`src/rtl/snowbro2_pkg.sv`:
```
// Shared definitions for the snowbro2 68K program-ROM line cache.
package snowbro2_pkg;

  typedef enum logic [1:0] {
    StIdle,
    StFillReq,
    StFillWait,
    StDone
  } prg_cache_st_t;

  localparam int unsigned PRG_LINES = 4;
  localparam int unsigned PRG_WORDS = 4;
  localparam int unsigned PRG_AW    = 19;

  localparam int unsigned PRG_IB   = $clog2(PRG_LINES);
  localparam int unsigned PRG_WB   = $clog2(PRG_WORDS);
  localparam int unsigned PRG_TAGW = PRG_AW - PRG_IB - PRG_WB;

endpackage

```
`src/rtl/snowbro2_prg_cache_mem.sv`:
```
// Data, tag and valid storage for the program-ROM line cache.
module snowbro2_prg_cache_mem #(
  parameter int unsigned LINES = 4,
  parameter int unsigned WORDS = 4,
  parameter int unsigned TAGW  = 15
) (
  input  logic                       clk_i,
  input  logic                       rst_i,
  input  logic                       clr_all_i,
  input  logic                       alloc_i,
  input  logic [$clog2(LINES)-1:0]   alloc_idx_i,
  input  logic [TAGW-1:0]            alloc_tag_i,
  input  logic                       set_valid_i,
  input  logic                       wr_en_i,
  input  logic [$clog2(LINES)-1:0]   wr_idx_i,
  input  logic [$clog2(WORDS)-1:0]   wr_word_i,
  input  logic [15:0]                wr_data_i,
  input  logic [$clog2(LINES)-1:0]   rd_idx_i,
  input  logic [$clog2(WORDS)-1:0]   rd_word_i,
  output logic [15:0]                rd_data_o,
  output logic                       rd_valid_o,
  output logic [TAGW-1:0]            rd_tag_o
);

  logic [15:0]     data_q [LINES][WORDS];
  logic [TAGW-1:0] tag_q  [LINES];
  logic [LINES-1:0] valid_q;

  always_ff @(posedge clk_i) begin
    if (wr_en_i) data_q[wr_idx_i][wr_word_i] <= wr_data_i;
  end

  always_ff @(posedge clk_i) begin
    if (alloc_i) tag_q[alloc_idx_i] <= alloc_tag_i;
  end

  // Allocation invalidates the line so a partial fill is never hit.
  always_ff @(posedge clk_i or posedge rst_i) begin
    if (rst_i) begin
      valid_q <= '0;
    end else if (clr_all_i) begin
      valid_q <= '0;
    end else begin
      if (alloc_i)     valid_q[alloc_idx_i] <= 1'b0;
      if (set_valid_i) valid_q[wr_idx_i]    <= 1'b1;
    end
  end

  assign rd_data_o  = data_q[rd_idx_i][rd_word_i];
  assign rd_valid_o = valid_q[rd_idx_i];
  assign rd_tag_o   = tag_q[rd_idx_i];

endmodule

```
`src/rtl/snowbro2_prg_cache.sv`:
```
// Direct-mapped read-only line cache between the 68K program port and the SDRAM ROM slot.
module snowbro2_prg_cache
  import snowbro2_pkg::*;
#(
  parameter int unsigned LINES = PRG_LINES,
  parameter int unsigned WORDS = PRG_WORDS,
  parameter int unsigned AW    = PRG_AW
) (
  input  logic          CLK,
  input  logic          RESET,
  input  logic          FLUSH,
  input  logic          CPU_PRG_CS,
  input  logic [AW-1:0] CPU_PRG_ADDR,
  output logic [15:0]   CPU_PRG_DATA,
  output logic          CPU_PRG_OK,
  output logic          ROM68K_CS,
  output logic [AW-1:0] ROM68K_ADDR,
  input  logic          ROM68K_OK,
  input  logic [15:0]   ROM68K_DOUT
);

  localparam int unsigned IB   = $clog2(LINES);
  localparam int unsigned WB   = $clog2(WORDS);
  localparam int unsigned TAGW = AW - IB - WB;

  prg_cache_st_t st_q, st_d;
  logic [IB-1:0]   idx_q, idx_d;
  logic [TAGW-1:0] tag_q, tag_d;
  logic [WB-1:0]   cnt_q, cnt_d, cnt_nxt;
  logic            ok_q, ok_d;
  logic [15:0]     data_q, data_d;
  logic [AW-1:0]   ok_addr_q, ok_addr_d;
  logic            rom_cs_q, rom_cs_d;
  logic [AW-1:0]   rom_addr_q, rom_addr_d;

  logic [WB-1:0]   cpu_word;
  logic [IB-1:0]   cpu_idx;
  logic [TAGW-1:0] cpu_tag;

  logic            clr_all, alloc, set_valid, wr_en, hit;
  logic [15:0]     rd_data;
  logic            rd_valid;
  logic [TAGW-1:0] rd_tag;

  assign cpu_word = CPU_PRG_ADDR[WB-1:0];
  assign cpu_idx  = CPU_PRG_ADDR[WB+IB-1:WB];
  assign cpu_tag  = CPU_PRG_ADDR[AW-1:WB+IB];
  assign hit      = rd_valid && (rd_tag == cpu_tag);
  assign cnt_nxt  = cnt_q + WB'(1);

  snowbro2_prg_cache_mem #(
    .LINES (LINES),
    .WORDS (WORDS),
    .TAGW  (TAGW)
  ) u_mem (
    .clk_i       (CLK),
    .rst_i       (RESET),
    .clr_all_i   (clr_all),
    .alloc_i     (alloc),
    .alloc_idx_i (cpu_idx),
    .alloc_tag_i (cpu_tag),
    .set_valid_i (set_valid),
    .wr_en_i     (wr_en),
    .wr_idx_i    (idx_q),
    .wr_word_i   (cnt_q),
    .wr_data_i   (ROM68K_DOUT),
    .rd_idx_i    (cpu_idx),
    .rd_word_i   (cpu_word),
    .rd_data_o   (rd_data),
    .rd_valid_o  (rd_valid),
    .rd_tag_o    (rd_tag)
  );

  always_comb begin
    st_d       = st_q;
    idx_d      = idx_q;
    tag_d      = tag_q;
    cnt_d      = cnt_q;
    ok_d       = ok_q;
    data_d     = data_q;
    ok_addr_d  = ok_addr_q;
    rom_cs_d   = rom_cs_q;
    rom_addr_d = rom_addr_q;
    clr_all    = 1'b0;
    alloc      = 1'b0;
    set_valid  = 1'b0;
    wr_en      = 1'b0;

    if (FLUSH) begin
      clr_all  = 1'b1;
      ok_d     = 1'b0;
      rom_cs_d = 1'b0;
      st_d     = StIdle;
    end else begin
      unique case (st_q)
        StIdle: begin
          if (ok_q) begin
            // OK is only valid for the address it was produced for.
            if (!CPU_PRG_CS || (CPU_PRG_ADDR != ok_addr_q)) ok_d = 1'b0;
          end else if (CPU_PRG_CS) begin
            if (hit) begin
              data_d    = rd_data;
              ok_d      = 1'b1;
              ok_addr_d = CPU_PRG_ADDR;
            end else begin
              idx_d      = cpu_idx;
              tag_d      = cpu_tag;
              cnt_d      = '0;
              alloc      = 1'b1;
              rom_cs_d   = 1'b1;
              rom_addr_d = {cpu_tag, cpu_idx, {WB{1'b0}}};
              st_d       = StFillReq;
            end
          end
        end
        // Guard cycle: the slot's OK may still belong to the previous address.
        StFillReq: st_d = StFillWait;
        StFillWait: begin
          if (ROM68K_OK) begin
            wr_en = 1'b1;
            if (&cnt_q) begin
              set_valid = 1'b1;
              rom_cs_d  = 1'b0;
              st_d      = StDone;
            end else begin
              cnt_d      = cnt_nxt;
              rom_addr_d = {tag_q, idx_q, cnt_nxt};
              st_d       = StFillReq;
            end
          end
        end
        StDone:  st_d = StIdle;
        default: st_d = StIdle;
      endcase
    end
  end

  always_ff @(posedge CLK or posedge RESET) begin
    if (RESET) begin
      st_q       <= StIdle;
      idx_q      <= '0;
      tag_q      <= '0;
      cnt_q      <= '0;
      ok_q       <= 1'b0;
      data_q     <= '0;
      ok_addr_q  <= '0;
      rom_cs_q   <= 1'b0;
      rom_addr_q <= '0;
    end else begin
      st_q       <= st_d;
      idx_q      <= idx_d;
      tag_q      <= tag_d;
      cnt_q      <= cnt_d;
      ok_q       <= ok_d;
      data_q     <= data_d;
      ok_addr_q  <= ok_addr_d;
      rom_cs_q   <= rom_cs_d;
      rom_addr_q <= rom_addr_d;
    end
  end

  assign CPU_PRG_OK   = ok_q;
  assign CPU_PRG_DATA = data_q;
  assign ROM68K_CS    = rom_cs_q;
  assign ROM68K_ADDR  = rom_addr_q;

endmodule
```
`config.mk`:
```
export PLATFORM = sky130hd
export DESIGN_NAME = snowbro2_prg_cache
export DESIGN_NICKNAME = d
export VERILOG_FILES = /design/src/rtl/snowbro2_pkg.sv /design/src/rtl/snowbro2_prg_cache_mem.sv /design/src/rtl/snowbro2_prg_cache.sv
export SDC_FILE = /design/constraint.sdc
export NUM_CORES = 1
export LEC_CHECK = 0
export CORE_AREA = 2 2 234 236
export DETAILED_ROUTE_END_ITERATION = 12
export DIE_AREA = 0 0 236 238
export GPL_ROUTABILITY_DRIVEN = 0
export PLACE_DENSITY = 0.54
export SLEW_MARGIN = 20
export SYNTH_ARGS = -nofsm -noshare
export SYNTH_HDL_FRONTEND = slang
export SYNTH_SLANG_ARGS = --single-unit
```
`constraint.sdc`:
```
create_clock -name CLK -period 3.3 [get_ports CLK]
set_input_delay 0.33 -clock CLK [delete_from_list [all_inputs] [get_ports CLK]]
set_output_delay 0.33 -clock CLK [all_outputs]
set_load 0.02 [all_outputs]
```
==> out/results.tsv <==
metric	value	unit
Die Ht	238	um
syn nets	853	
drt first pass iters	5	
Final Instance Count excl. Fillers	1673	
total clock sinks	395	
GRT overflow	0	
Port-buffer cells	76	
ANT nets after route	0	
Longest Clk Path Bufs	3	
row count	85	
crit path time final	2850	ps
status	complete, no violations	
hold_buf cts	0	
Worst setup SP type	flip-flop	
peak supply drop	0.000358	V
CP Max Fanout	14	
vias per cell	4.74	
die width	236	um
post-cts resize count	0	
skew final	22.9	ps
Seq/Total Area, Yosys	0.720	
Filler Cells Inserted	4962	
Post-Syn Area	15900	um^2
DRT iter0 DRCs	654	
setup violators final	0	
min-delay worst type	input pin to asynchronous set/reset pin	
Initial Utilization	0.298	
power after layout	11.3	mW
Peak Freq	0.351	GHz
clock latency at the later pin of the worst-skew pair	550	ps
clk slew on worst S/H paths	60	ps
Tightest Pin Transition	713	ps
Critical Path Max Stage Delay	590	ps
H-tree levels	2	
wire length per cell	22.8	um
synth-to-layout area growth	20.9	%
Reg2Reg Depth	8	
Reg area	11500	um^2
Leak Pwr	6.63	nW
Die ar.	56200	um^2
Max Cap Violations	0	
Vias	7922	
slowest CP cell	or4_4	
layout cell share with drive strength beyond 1	0.331	
multi-input logic area	4300	um^2
FF+latch count, synth	395	
CTS tree	done	
placed insts	1597	
final HPWL from detailed placement	22700	um
initial antenna violation count	2	
DRC viols	0	
number of global-route vias before repair	8419	
Distinct cells, synth	44	
Final Cycle Share	0.864	
first-pass GRT wire length	56500	um
GRT Total Usage	0.136	
Worst Path Required	3590	ps
PwrDens	588	nW/um^2
core footprint	53500	um^2
fin nets	988	
worst-path cell chain	mux4_2, xnor2_1, o21ai_0, or4_4, nor4_4, buf_4, nor4_2, buf_12	
crit path capture type	flip-flop	
cell count after synthesis	809	
TritonCTS buffer count	41	
Final Max Tran Viols	0	
post-synthesis average cell area	19.7	um^2
endpoints failing hold	0	
DRT Wirelength	38100	um
CP arrival	3150	ps
Root Buffer	clkbuf_16	
Antenna diodes	0	
number of I/O pins	77	
synth warn	0	
largest net degree at the start of global routing	71	
Slew HR	0.525	
crit path kind	flip-flop to flip-flop	
Setup Buffers After CTS	0	
RSZ-0062 raised after global routing	no	
[cell families after synthesis]
kind of cell,Yosys count,share of synthesized area
compound gates,48,0.0187
xor+xnor,34,0.0187
mux,192,0.198
flops,395,0.720
simple gates,80,0.0258
buf+inv,56,0.0162
fa+ha+maj,4,0.00314
[metrics by stage]
stage	TNS (ps)	utilization	setup WS, ps	cell area [um^2]	hold WS, ps
2_1_floorplan	-22790	-	-370	15900	429
3_3_place_gp	0	0.336	142	18000	484
3_5_place_dp	0	0.336	114	18000	490
4_1_cts	0	0.360	429	19300	265
5_1_grt	0	0.360	300	19300	304
6_report	0	0.360	447	19300	239
[cells in the final DEF (no fill, tap or decap), types with 6 or more instances in the layout]
cell             netlist  layout
a21oi_1               10      10
buf_12                 0       8
buf_4                  3      53
clkbuf_1              19      12
clkbuf_16              0      42
clkbuf_8               0       6
clkdlybuf4s50_1        0      73
clkinv_2               0       7
dfrtp_1               79      79
edfxtp_1             316     316
inv_1                 12      11
mux2_2                77      77
mux2_4                 9       9
mux2i_1               19      19
mux4_2                87      87
nand2_1               16      15
nand2b_1               6       6
nor2_1                21       9
nor2_2                 1      13
nor3_1                12       8
o21ai_0               14      14
xnor2_1               20      20
xor2_1                14      14
[area by class of cell]
type	instances	share of cell area
sequential	395	0.595
tap	696	0.0452
multi-input combinational	358	0.223
clock inverter	16	0.00571
clock buffer	60	0.0612
timing repair buffer	135	0.0671
inverter	13	0.00266
[registers in the layout, summed over array words and instances, names as in the netlist]
| signal | cells |
|---|---|
| cnt_q | 1 |
| u_mem.data_q | 256 |
| ok_addr_q | 19 |
| u_mem.tag_q | 60 |
| ROM68K_ADDR | 18 |
| CPU_PRG_OK | 1 |
| st_q | 2 |
| CPU_PRG_DATA | 16 |
| u_mem.valid_q | 4 |
| ROM68K_CS | 1 |
| tag_q | 15 |
| idx_q | 2 |
[worst max-delay path: cells and delay by family, from the launching register on]
family	cells	cell delay, ps
simple gates	3	950
mux	1	490
buf+inv	2	390
flops	1	360
xor+xnor	1	250
compound gates	1	150
[Yosys cell counts (all sizes together)]
library cell	instances	area [um^2]
edfxtp	316	9490
mux4	87	1960
mux2	86	1000
dfrtp	79	1980
buf	24	138
nor2	22	85.1
xnor2	20	175
clkbuf	19	71.3
mux2i	19	190
nand2	16	60.1
o21ai	16	80.1
xor2	14	123
inv	12	45.0
nor3	12	60.1
a21oi	11	58.8
nor4	8	65.1
nand2b	6	37.5
nand4	5	31.3
a21o	4	30.0
ha	4	50.1
nor2b	4	25.0
o211ai	4	30.0
nand3	3	15.0
o22ai	3	18.8
a211oi	2	15.0
a31oi	2	12.5
o221ai	2	17.5
or4	2	18.8
a22oi	1	7.51
a2bb2oi	1	8.76
and3	1	6.26
clkinv	1	3.75
nor3b	1	7.51
o21ba	1	10.0
o32ai	1	8.76
[path summary, 6_finish.rpt]
path / slack, ps / end / from
setup / recovery: 450 / u_mem.tag_q[2][7] / u_mem.tag_q[3][3]
hold / removal: 240 / CPU_PRG_DATA[12] / RESET
setup reg to reg: 450 / u_mem.tag_q[2][7] / u_mem.tag_q[3][3]
hold reg to reg: 500 / tag_q[5] / tag_q[5]
max in group asynchronous: 2390 / ok_addr_q[9] / RESET
min in group CLK: 420 / ok_addr_q[0] / CPU_PRG_ADDR[0]
[per-layer routing]
metal  up-vias  GRT usage  share of wire
li1       3502          -              -
met1      4212      0.182           0.44
met2       159      0.233           0.50
met3        47     0.0236          0.041
met4         2     0.0268          0.015
met5         -          0        0.00034
[where the power goes]
part	switching (mW)	total (mW)	internal [mW]	leakage, nW
logic	0.581	1.18	0.597	2.13
clock network	1.92	4.42	2.50	0.630
registers	0.131	5.73	5.60	3.87
Note: power is estimated with default switching activity, not from simulation.
